**config.mk**
```make
export PLATFORM = sky130hd
export DESIGN_NAME = dm_boot_loader
export DESIGN_NICKNAME = d
export VERILOG_FILES = /design/src/rtl/dm_boot_loader.sv
export SDC_FILE = /design/constraint.sdc
export NUM_CORES = 1
export LEC_CHECK = 0
export CAP_MARGIN = 5
export CORE_MARGIN = 2
export CORE_UTILIZATION = 32
export DETAILED_ROUTE_END_ITERATION = 8
export PLACE_DENSITY = 0.85
export SETUP_SLACK_MARGIN = 0.3
export SLEW_MARGIN = 15
export SYNTH_ARGS = -nofsm -noshare
export SYNTH_HDL_FRONTEND = slang
export SYNTH_SLANG_ARGS = --single-unit
```
**constraint.sdc**
```tcl
create_clock -name clk -period 2.8 [get_ports clk]
set_input_delay 0.28 -clock clk [delete_from_list [all_inputs] [get_ports clk]]
set_output_delay 0.28 -clock clk [all_outputs]
set_load 0.01 [all_outputs]
```
**src/rtl/dm_boot_loader.sv**
```systemverilog
// dm_boot_loader: data-memory boot initialiser.
// After reset (AUTO_START=1) or on a start pulse it zeroes words
// 0..CLEAR_WORDS-1, then writes a fixed five-entry constant table, holding
// the CPU off the memory port (cpu_hold) until loading has finished.
// Optional read-back check of the table is enabled by defining the macro
// DM_BOOT_VERIFY_EN; without it the VERIFY/ERROR states do not exist and
// error is tied low.
module dm_boot_loader #(
  parameter int DM_ADDRESS  = 9,
  parameter int DATA_W      = 32,
  parameter int CLEAR_WORDS = 20,
  parameter int AUTO_START  = 1
) (
  input  logic                  clk,
  input  logic                  reset,
  input  logic                  start,
  output logic                  MemRead,
  output logic                  MemWrite,
  output logic [DM_ADDRESS-1:0] a,
  output logic [DATA_W-1:0]     wd,
  input  logic [DATA_W-1:0]     rd,
  output logic                  busy,
  output logic                  done,
  output logic                  cpu_hold,
  output logic                  error
);

  localparam int NUM_ENTRIES = 5;
  localparam int IDX_MAX     = (CLEAR_WORDS > NUM_ENTRIES) ? CLEAR_WORDS : NUM_ENTRIES;
  localparam int IDX_W       = $clog2(IDX_MAX + 1);

  localparam logic [2:0] S_IDLE   = 3'd0;
  localparam logic [2:0] S_CLEAR  = 3'd1;
  localparam logic [2:0] S_LOAD   = 3'd2;
  localparam logic [2:0] S_DONE   = 3'd3;
`ifdef DM_BOOT_VERIFY_EN
  localparam logic [2:0] S_VERIFY = 3'd4;
  localparam logic [2:0] S_ERROR  = 3'd5;
`endif

  logic [2:0]       state;
  logic [IDX_W-1:0] idx;
  logic             auto_pend;
  logic [31:0]      idx32;
  logic [31:0]      tab_addr;
  logic [31:0]      tab_data;
  logic             clear_last;
  logic             tab_last;

  assign idx32      = 32'(idx);
  assign clear_last = (idx == IDX_W'(CLEAR_WORDS - 1));
  assign tab_last   = (idx == IDX_W'(NUM_ENTRIES - 1));

  // Constant table lookup indexed by idx (addresses truncated at the port).
  always_comb begin
    tab_addr = '0;
    tab_data = '0;
    case (idx32)
      32'd0: begin tab_addr = 32'd4;  tab_data = 32'h0000_0005; end
      32'd1: begin tab_addr = 32'd8;  tab_data = 32'hFFFF_FFF7; end
      32'd2: begin tab_addr = 32'd12; tab_data = 32'h0000_000C; end
      32'd3: begin tab_addr = 32'd13; tab_data = 32'h0000_000E; end
      32'd4: begin tab_addr = 32'd14; tab_data = 32'hFFFF_FFEE; end
      default: begin tab_addr = '0; tab_data = '0; end
    endcase
  end

`ifdef DM_BOOT_VERIFY_EN
  logic err_q;
  assign error = err_q;
`else
  logic rd_unused;
  assign rd_unused = ^rd;
  assign error     = 1'b0;
`endif

  // State, index counter and auto-start flag; reset aborts any sequence.
  always_ff @(posedge clk) begin
    if (reset) begin
      state     <= S_IDLE;
      idx       <= '0;
      auto_pend <= (AUTO_START != 0);
`ifdef DM_BOOT_VERIFY_EN
      err_q     <= 1'b0;
`endif
    end else begin
      case (state)
        S_IDLE: begin
          if (start || auto_pend) begin
            state     <= S_CLEAR;
            idx       <= '0;
            auto_pend <= 1'b0;
          end
        end
        S_CLEAR: begin
          if (clear_last) begin
            state <= S_LOAD;
            idx   <= '0;
          end else begin
            idx <= idx + 1'b1;
          end
        end
        S_LOAD: begin
          if (tab_last) begin
`ifdef DM_BOOT_VERIFY_EN
            state <= S_VERIFY;
`else
            state <= S_DONE;
`endif
            idx <= '0;
          end else begin
            idx <= idx + 1'b1;
          end
        end
`ifdef DM_BOOT_VERIFY_EN
        S_VERIFY: begin
          if (rd != DATA_W'(tab_data)) begin
            err_q <= 1'b1;
            state <= S_ERROR;
          end else if (tab_last) begin
            state <= S_DONE;
            idx   <= '0;
          end else begin
            idx <= idx + 1'b1;
          end
        end
        S_ERROR: begin
          if (start) begin
            err_q <= 1'b0;
            state <= S_CLEAR;
            idx   <= '0;
          end
        end
`endif
        S_DONE: begin
          if (start) begin
            state <= S_CLEAR;
            idx   <= '0;
          end
        end
        default: begin
          state <= S_IDLE;
          idx   <= '0;
        end
      endcase
    end
  end

  // Moore output decode of state/idx.
  always_comb begin
    MemRead  = 1'b0;
    MemWrite = 1'b0;
    a        = '0;
    wd       = '0;
    busy     = 1'b0;
    done     = 1'b0;
    cpu_hold = 1'b1;
    case (state)
      S_CLEAR: begin
        MemWrite = 1'b1;
        a        = DM_ADDRESS'(idx32);
        busy     = 1'b1;
      end
      S_LOAD: begin
        MemWrite = 1'b1;
        a        = DM_ADDRESS'(tab_addr);
        wd       = DATA_W'(tab_data);
        busy     = 1'b1;
      end
`ifdef DM_BOOT_VERIFY_EN
      S_VERIFY: begin
        MemRead = 1'b1;
        a       = DM_ADDRESS'(tab_addr);
        busy    = 1'b1;
      end
`endif
      S_DONE: begin
        done     = 1'b1;
        cpu_hold = 1'b0;
      end
      default: begin
        MemRead = 1'b0;
      end
    endcase
  end

endmodule

```
==> flow_metrics.py, run 1 <==
metrics = {
    "worst_setup_path": {
        "cp_data_arrival_time_ns": 2.13,
        "crit_slowest_cell": "clkdlybuf4s50_1",
        "r2r_slack_ns": 0.86,
        "cp_max_fo": 14,
        "cp_slowest_stage_delay_ns": 0.54,
        "r2r_cells": 6,
        "cp.required_ns": 2.52,
        "startpoint_type": "flop",
        "crit_path_cell_trace": "inv_1 > ha_2 > and4bb_2 > a21oi_1 > nor2_2 > buf_6 > clkdlybuf4s50_1",
        "crit_type": "flop to primary output",
        "worstReg2RegStart": "state[0]",
        "crit_path_end_kind": "primary output",
        "r2r-end": "idx[0]",
    },
    "power_and_ir_drop": {
        "p_leak_uw": 0.000967,
        "irDropWorstVdd_uv": 256,
        "p_per_area_nw_per_um2": 475,
    },
    "final_layout": {
        "final_common_cell": "dlymetal6s2s_1",
        "fin_area_um2": 1290,
        "layout.nets": 184,
        "layout_common_cells": "dlymetal6s2s_1 (26), clkdlybuf4s50_1 (17), inv_1 (10)",
        "drive_gt1_share_pct": 12.3,
        "area_growth_syn_to_layout_pct": 37.8,
        "n_antenna_cell": 0,
        "fillers": 261,
        "final_util_pct": 46.6,
    },
    "detailed_routing": {
        "routed-via-count": 834,
        "viasPerCell": 4.93,
        "met3_length_um": 228,
        "first_pass_iters": 4,
        "drc_errors": 0,
        "dr.max_layer_used": "met3",
        "first_iter_violations": 25,
        "wl_met1_um": 814,
        "routed_wl_um": 2220,
        "wl_per_cell_um": 13.2,
        "dr_wl_met2_um": 1180,
        "ant_nets": 0,
    },
    "logic_synthesis": {
        "syn_inst": 121,
        "synthTopCellsByArea": "buf_4 (27%), dfxtp_1 (17%), ha_1 (12%)",
        "ys.flop_type": "dfxtp_1",
        "synth.largest_area_cell": "buf_4",
        "yosys_warnings": 0,
        "seq_area_frac_synth_pct": 17.0,
        "synth_top_area_share_pct": 27.2,
        "synth_area_per_cell_um2": 7.77,
        "ys_ff_latch": 8,
        "synthArstFlopShare_pct": 0,
        "yosysUniqueCellTypes": 35,
        "syn-cell-area_um2": 940,
        "synth_edf_count": 0,
    },
    "global_routing": {
        "grt-ovfl-total": 0,
        "grt_pass1_vias": 737,
        "grt_pass1_wl_um": 3110,
        "antenna_found_initial": 0,
        "grt_max_degree": 28,
        "grt_util_all_layers_pct": 12.1,
    },
    "die": {
        "die_area_um2": 3390,
        "ios": 82,
        "start_util_pct": 33.8,
        "coreArea_um2": 2780,
        "rows": 19,
        "die_w_um": 58.2,
        "die-height_um": 58.2,
    },
    "timing": {
        "worst_pin_slew_ns": 0.689,
        "slew_headroom_pct": 54.1,
        "fin_crit_sh_pct": 86.0,
        "slew_violations": 0,
        "fin_crit_ns": 2.41,
        "rsz0062_at_grt": "true",
        "max_freq_mhz": 415,
        "hold_slack_ns": 0.447,
        "fin_tns_setup_ns": 0,
        "clock_skew_ns": 0.00543,
        "setup_violations": 0,
        "timing_hold_violations_final": 0,
    },
    "placement": {
        "placed_area_um2": 1170,
        "gp_congestion": 0.793,
        "place_hpwl_um": 1540,
        "io_buffers": 43,
    },
    "min_path": {
        "hold_class": "flop to flop",
        "whs_path_depth": 1,
        "min-delay-start": "auto_pend",
        "hold_end": "auto_pend",
    },
    "clock_tree": {
        "clock_sinks": 8,
        "cts_made_buffers": 3,
        "htree_levels": 1,
        "tritoncts": "done",
        "cts.clk_slew.worst_paths_ns": 0.06,
        "clkLatencyLatePin_ns": 0.26,
        "clockBufferDepth": 2,
        "cts_root_buf": "clkbuf_4",
    },
    "run": {
        "max_cap_viol_count": 0,
    },
    "status": {
        "status": "completed",
    },
}
synthesized netlist by cell type, drive strengths merged, types with 2 or more instances:
library cell / number
a21boi: 2
a21oi: 8
a22oi: 3
and3: 2
and4bb: 2
buf: 34
clkbuf: 3
dfxtp: 8
ha: 9
inv: 10
nand2: 6
nand2b: 2
nand3: 2
nand3b: 2
nor2: 5
nor2b: 2
o21ai: 4
o22ai: 2
or3: 2
power by group:
group / leakage (µW) / internal (µW) / switching (µW) / total (µW)
combinational: 0.000887 / 177 / 190 / 367
clock: 0.0000138 / 49.3 / 42.0 / 91.2
sequential: 0.0000663 / 134 / 21.9 / 156
registers in the layout, indices dropped and copies added, names as in the netlist:
name	flops
state	2
idx	5
auto_pend	1
cells by family (layout without fill, tap and decap cells):
family / count (synthesis) / in the layout / share of synthesized area [%]
buf+inv: 47 / 59 / 32.4
simple gates: 31 / 31 / 19.8
compound gates: 23 / 23 / 16.1
fa+ha+maj: 9 / 9 / 12.0
flops: 8 / 8 / 17.0
mux: 2 / 2 / 2.26
other cells: 1 / 6 / 0.399
through the flow:
stage | setup slack (ns) | std cells | total power, µW
after floorplan | 0.354 | 126 | 415
after global placement | 0.510 | 164 | 499
after detailed placement | 0.406 | 164 | 521
after CTS | 0.306 | 168 | 618
after global routing | 0.286 | 169 | 662
final | 0.393 | 169 | 615
worst max-delay path by stage:
stage | endpoint | start | cells past startpoint | slack (ns)
floorplan | wd[10] | idx[0] | 6 | 0.35
global placement | a[2] | idx[0] | 6 | 0.51
detailed placement | a[2] | idx[0] | 6 | 0.41
CTS | wd[21] | idx[0] | 7 | 0.31
global route | wd[21] | idx[0] | 7 | 0.29
finish | wd[21] | idx[0] | 7 | 0.39
layer usage:
metal  GRT usage, %  up-vias
li1               -      398
met1           12.0      392
met2           23.4       44
met3           2.46        0
met4           6.31        0
met5              0        -
final cells by class:
type | count | area [µm²] | share of cell area (%)
clock buffers | 3 | 22.5 | 1.74
inverters | 10 | 37.5 | 2.90
multi-input cells | 71 | 508 | 39.2
flip-flops and latches | 8 | 163 | 12.6
well taps | 31 | 38.8 | 3.00
repair buffers | 46 | 526 | 40.6
what timing repair did:
action | 4_1_cts | 5_1_grt
cloned | 0 | 1
setup endpoints to repair | 31 | 31
gates resized for setup | 3 | 34
buffers inserted | 1 | 0
hold buffers | 0 | 0
pin swaps | 0 | 0
critical path, delay by kind of cell (launching register included):
kind	cells	cell delay [ns]
AO/OA/AOI/OAI	1	0.07
AND/OR/NAND/NOR	2	0.45
flip-flops	1	0.36
buffers and inverters	3	0.80
adder cells (fa/ha/maj)	1	0.20
Power figures use the tool's default switching activity.
==> run 2, diff against run 1 <==
--- a/config.mk
+++ b/config.mk
@@ -6,10 +6,10 @@
 export NUM_CORES = 1
 export LEC_CHECK = 0
 export CAP_MARGIN = 5
-export CORE_MARGIN = 2
 export CORE_UTILIZATION = 32
 export DETAILED_ROUTE_END_ITERATION = 8
 export PLACE_DENSITY = 0.85
+export REMOVE_ABC_BUFFERS = 1
 export SETUP_SLACK_MARGIN = 0.3
 export SLEW_MARGIN = 15
 export SYNTH_ARGS = -nofsm -noshare
==> run 2 against run 1 <==
Maximum frequency is 1.2% lower. Worst hold slack improved by 0.011 ns. Worst setup slack lost 0.028 ns. Largest cell class unchanged. Highest routed layer is now met4.
==> flow_metrics.py, run 2 (synthesis results as in run 1) <==
metrics = {
    "global_routing": {
        "grt_max_degree": 28,
        "grt-ovfl-total": 0,
        "grt_pass1_vias": 729,
        "antenna_found_initial": 0,
        "grt_util_all_layers_pct": 12.9,
        "grt_pass1_wl_um": 3230,
    },
    "worst_setup_path": {
        "r2r-end": "state[0]",
        "r2r_slack_ns": 0.84,
        "cp_data_arrival_time_ns": 2.16,
        "worstReg2RegStart": "state[1]",
        "crit_type": "flop to primary output",
        "crit_path_end_kind": "primary output",
        "startpoint_type": "flop",
        "cp_max_fo": 13,
        "r2r_cells": 6,
        "cp.required_ns": 2.52,
    },
    "die": {
        "die_w_um": 56.2,
        "coreArea_um2": 2760,
        "die-height_um": 56.2,
        "ios": 82,
        "die_area_um2": 3160,
        "rows": 19,
        "start_util_pct": 34.1,
    },
    "final_layout": {
        "largest_register_ffs": 5,
        "layout.nets": 185,
        "area_growth_syn_to_layout_pct": 35.8,
        "drive_gt1_share_pct": 11.5,
        "largest-register": "idx",
        "final_cells": 170,
        "reg_top3": "idx (5), state (2), auto_pend (1)",
        "n_antenna_cell": 0,
        "final_common_cell": "clkdlybuf4s50_1",
        "layout_common_cells": "clkdlybuf4s50_1 (25), dlymetal6s2s_1 (18), inv_1 (10)",
    },
    "run": {
        "max_cap_viol_count": 0,
    },
    "detailed_routing": {
        "drc_errors": 0,
        "wl_per_cell_um": 13.0,
        "routed-via-count": 815,
        "first_iter_violations": 33,
        "ant_nets": 0,
        "first_pass_iters": 4,
        "viasPerCell": 4.79,
        "routed_wl_um": 2210,
    },
    "clock_tree": {
        "htree_levels": 1,
        "clock_sinks": 8,
        "clockBufferDepth": 2,
        "ctsHoldBuffers": 0,
        "clkLatencyLatePin_ns": 0.26,
        "cts_made_buffers": 3,
        "cts_root_buf": "clkbuf_4",
        "cts.clk_slew.worst_paths_ns": 0.06,
        "tritoncts": "done",
    },
    "timing": {
        "slew_headroom_pct": 52.5,
        "clock_skew_ns": 0.00892,
        "worst_pin_slew_ns": 0.713,
        "rsz0062_at_grt": "true",
        "fin_crit_sh_pct": 87.0,
        "setup_violations": 0,
        "slew_violations": 0,
        "fin_crit_ns": 2.44,
        "timing_hold_violations_final": 0,
        "max_freq_mhz": 411,
    },
    "power_and_ir_drop": {
        "pwr-share-seq_pct": 25.6,
        "p_leak_uw": 0.000824,
        "internal-power_uw": 360,
        "sw_frac_of_total_pct": 41.7,
        "p_per_area_nw_per_um2": 483,
        "irDropWorstVdd_uv": 268,
        "clockPowerShare_pct": 15.2,
        "p_comb_share_pct": 59.2,
        "power_uw": 616,
        "power_switching_uw": 257,
    },
    "placement": {
        "place_hpwl_um": 1510,
        "dp.cells": 164,
        "gp_congestion": 0.828,
        "io_buffers": 43,
    },
    "min_path": {
        "whs_path_depth": 1,
        "hold_class": "flop to flop",
        "hold_end": "auto_pend",
        "min-delay-start": "auto_pend",
    },
    "status": {
        "status": "completed",
    },
}
## run 2: cell types whose count changed in the layout (fill, tap and decap cells not counted), sizes merged
cell / delta
buf: +1
dlymetal6s2s: -8
clkdlybuf4s50: +8
## run 2: worst max path at each step
stage	startpoint	to	slack, ns
2_1_floorplan	idx[0]	wd[10]	-1.73
3_3_place_gp	idx[0]	a[2]	0.53
3_5_place_dp	idx[0]	a[3]	0.44
4_1_cts	idx[0]	a[3]	0.30
5_1_grt	idx[0]	a[3]	0.25
6_report	idx[0]	wd[12]	0.36
## run 2: worst max-delay path, stage by stage (launching register included)
cell,delay [ns]
dfxtp_2,0.36
inv_1,0.08
ha_1,0.20
and4bb_2,0.31
a21oi_1,0.07
nor2_2,0.16
buf_6,0.16
clkdlybuf4s50_1,0.55
## run 2: metrics by stage
step / hold WS (ns) / setup WS, ns / utilization, % / area [µm²] / setup TNS, ns
2_1_floorplan: 0.342 / -1.73 / - / 692 / -46.66
5_1_grt: 0.490 / 0.253 / 46.3 / 1280 / 0
3_5_place_dp: 0.433 / 0.437 / 42.4 / 1170 / 0
6_report: 0.458 / 0.365 / 46.3 / 1280 / 0
4_1_cts: 0.459 / 0.304 / 43.3 / 1190 / 0
3_3_place_gp: 0.426 / 0.527 / 42.4 / 1170 / 0
## run 2: timing repair
| item | in CTS | in global routing |
|---|---|---|
| gates cloned | 0 | 1 |
| buffers inserted | 0 | 2 |
| setup endpoints to repair | 31 | 31 |
| endpoints found under the hold margin | 0 | 0 |
| gates resized for setup | 2 | 25 |
## run 2: final cells by class
type / instances / area, µm²
sequential: 8 / 163
clock buffer: 3 / 22.5
fill: 263 / 1480
tap: 31 / 38.8
inverter: 10 / 37.5
multi-input combinational: 71 / 502
timing repair buffer: 47 / 513
## run 2: power groups by stage
stage / combinational [µW] / clock, µW / sequential [µW]
final: 365 / 93.8 / 158
after CTS: 359 / 92.4 / 155
after floorplan: 219 / 0 / 151
after detailed placement: 356 / 0 / 158
after global routing: 397 / 97.3 / 160
after global placement: 342 / 0 / 154
## run 2: layer usage
metal / part of all wire (%) / GRT usage [%] / vias to the layer above
met5: 0 / 0 / -
met4: 1.9 / 8.71 / 0
met3: 3.2 / 1.40 / 4
met2: 54 / 22.8 / 26
met1: 41 / 14.3 / 383
li1: - / - / 402
==> run 3, diff against run 2 <==
--- a/config.mk
+++ b/config.mk
@@ -11,6 +11,7 @@
 export PLACE_DENSITY = 0.85
 export REMOVE_ABC_BUFFERS = 1
 export SETUP_SLACK_MARGIN = 0.3
+export SKIP_CTS_REPAIR_TIMING = 1
 export SLEW_MARGIN = 15
 export SYNTH_ARGS = -nofsm -noshare
 export SYNTH_HDL_FRONTEND = slang
==> run 3 against run 2 <==
Register-to-register slack about the same. Worst hold slack better by 0.0028 ns. Combinational power about the same. Sequential share of layout area about the same. Critical path depth down 1. Clock power down 2.7%. Global-route usage unchanged. Die area unchanged. Wire length down 1.6%. Clock skew down 0.0046 ns. Total power down 0.65%. Non-clock buffer count up 1.
==> flow_metrics.py, run 3 (synthesis results as in run 1) <==
metrics = {
    "detailed_routing": {
        "drc_errors": 0,
        "routed_wl_um": 2180,
        "routed-via-count": 799,
        "wl_per_cell_um": 12.7,
        "first_pass_iters": 4,
        "ant_nets": 0,
        "first_iter_violations": 34,
        "viasPerCell": 4.67,
    },
    "timing": {
        "max_freq_mhz": 413,
        "slew_violations": 0,
        "fin_tns_setup_ns": 0,
        "worst_pin_slew_ns": 0.708,
        "fin_crit_sh_pct": 86.4,
        "rsz0062_at_grt": "true",
        "timing_hold_violations_final": 0,
        "fin_crit_ns": 2.42,
        "slew_headroom_pct": 52.8,
        "setup_violations": 0,
        "hold_slack_ns": 0.461,
        "clock_skew_ns": 0.00435,
    },
    "global_routing": {
        "grt_pass1_wl_um": 3230,
        "grt_max_degree": 28,
        "grt_use_met1_pct": 14.3,
        "use_met3_pct": 1.40,
        "use_met2_pct": 22.8,
        "grt-ovfl-total": 0,
        "grt_util_all_layers_pct": 12.9,
        "antenna_found_initial": 0,
        "grt_pass1_vias": 729,
        "grt-busiest-layer": "met2",
    },
    "clock_tree": {
        "clockBufferDepth": 2,
        "clock_sinks": 8,
        "clkLatencyLatePin_ns": 0.26,
        "cts_made_buffers": 3,
        "cts.clk_slew.worst_paths_ns": 0.06,
        "cts_root_buf": "clkbuf_4",
        "htree_levels": 1,
        "tritoncts": "done",
    },
    "worst_setup_path": {
        "worstReg2RegStart": "state[0]",
        "crit_path_end_kind": "primary output",
        "setup.worst_path.start": "idx[0]",
        "startpoint_type": "flop",
        "cp_data_arrival_time_ns": 2.14,
        "crit_type": "flop to primary output",
        "cp_max_fo": 7,
        "cp.required_ns": 2.52,
    },
    "final_layout": {
        "n_antenna_cell": 0,
        "layout_common_cells": "clkdlybuf4s50_1 (27), dlymetal6s2s_1 (16), inv_1 (10)",
        "reg_top3": "idx (5), state (2), auto_pend (1)",
        "fillers": 261,
        "area_growth_syn_to_layout_pct": 36.1,
        "final_util_pct": 46.4,
        "largest-register": "idx",
        "layout.nets": 186,
        "final_common_cell": "clkdlybuf4s50_1",
        "seqCellArea_um2": 163,
        "multi_input_area_um2": 502,
        "largest_register_ffs": 5,
        "drive_gt1_share_pct": 12.1,
        "fin_area_um2": 1280,
    },
    "die": {
        "die-height_um": 56.2,
        "start_util_pct": 34.1,
        "die_w_um": 56.2,
        "rows": 19,
        "ios": 82,
        "die_area_um2": 3160,
        "coreArea_um2": 2760,
    },
    "min_path": {
        "hold_class": "flop to flop",
        "min-delay-start": "auto_pend",
    },
    "placement": {
        "place_hpwl_um": 1510,
        "gp_congestion": 0.828,
        "placed_area_um2": 1170,
        "io_buffers": 43,
    },
    "power_and_ir_drop": {
        "p_per_area_nw_per_um2": 479,
        "power_uw": 612,
        "irDropWorstVdd_uv": 268,
        "p_leak_uw": 0.000792,
    },
    "status": {
        "status": "completed",
    },
    "run": {
        "max_cap_viol_count": 0,
    },
}
run 3: worst max-delay path, stage by stage (launching register included):
cell             delay [ns]
dfxtp_2                0.39
inv_1                  0.08
ha_1                   0.22
and4bb_2               0.28
o21ai_1                0.28
a21boi_0               0.14
clkdlybuf4s50_1        0.50
run 3: per-stage QoR:
stage               setup WS (ns)  instances
global placement            0.527        164
CTS                         0.169        167
global route                0.267        171
detailed placement          0.437        164
floorplan                   -1.73         89
finish                      0.380        171
run 3: worst paths after layout:
check	end	slack [ns]	cells past startpoint
setup / recovery	a[3]	0.38	6
hold reg to reg	auto_pend	0.46	1
hold / removal	auto_pend	0.46	1
setup reg to reg	idx[0]	0.85	6
run 3: layout make-up:
class | count | share of cell area [%]
Clock buffer | 3 | 1.76
Inverter | 10 | 2.94
Multi-Input combinational cell | 71 | 39.2
Sequential cell | 8 | 12.7
Tap cell | 31 | 3.03
Timing Repair Buffer | 48 | 40.3
run 3: metal layers:
| layer | wire length (µm) | share of wire [%] |
|---|---|---|
| met5 | 0 | 0 |
| met1 | 912 | 42 |
| met3 | 52 | 2.4 |
| met2 | 1160 | 53 |
| met4 | 58 | 2.7 |
run 3: power breakdown:
part	switching (µW)	leakage (µW)	internal [µW]
Sequential	23.3	0.0000663	135
Combinational	187	0.000712	176
Clock	42.0	0.0000138	49.3
Total	252	0.000792	360
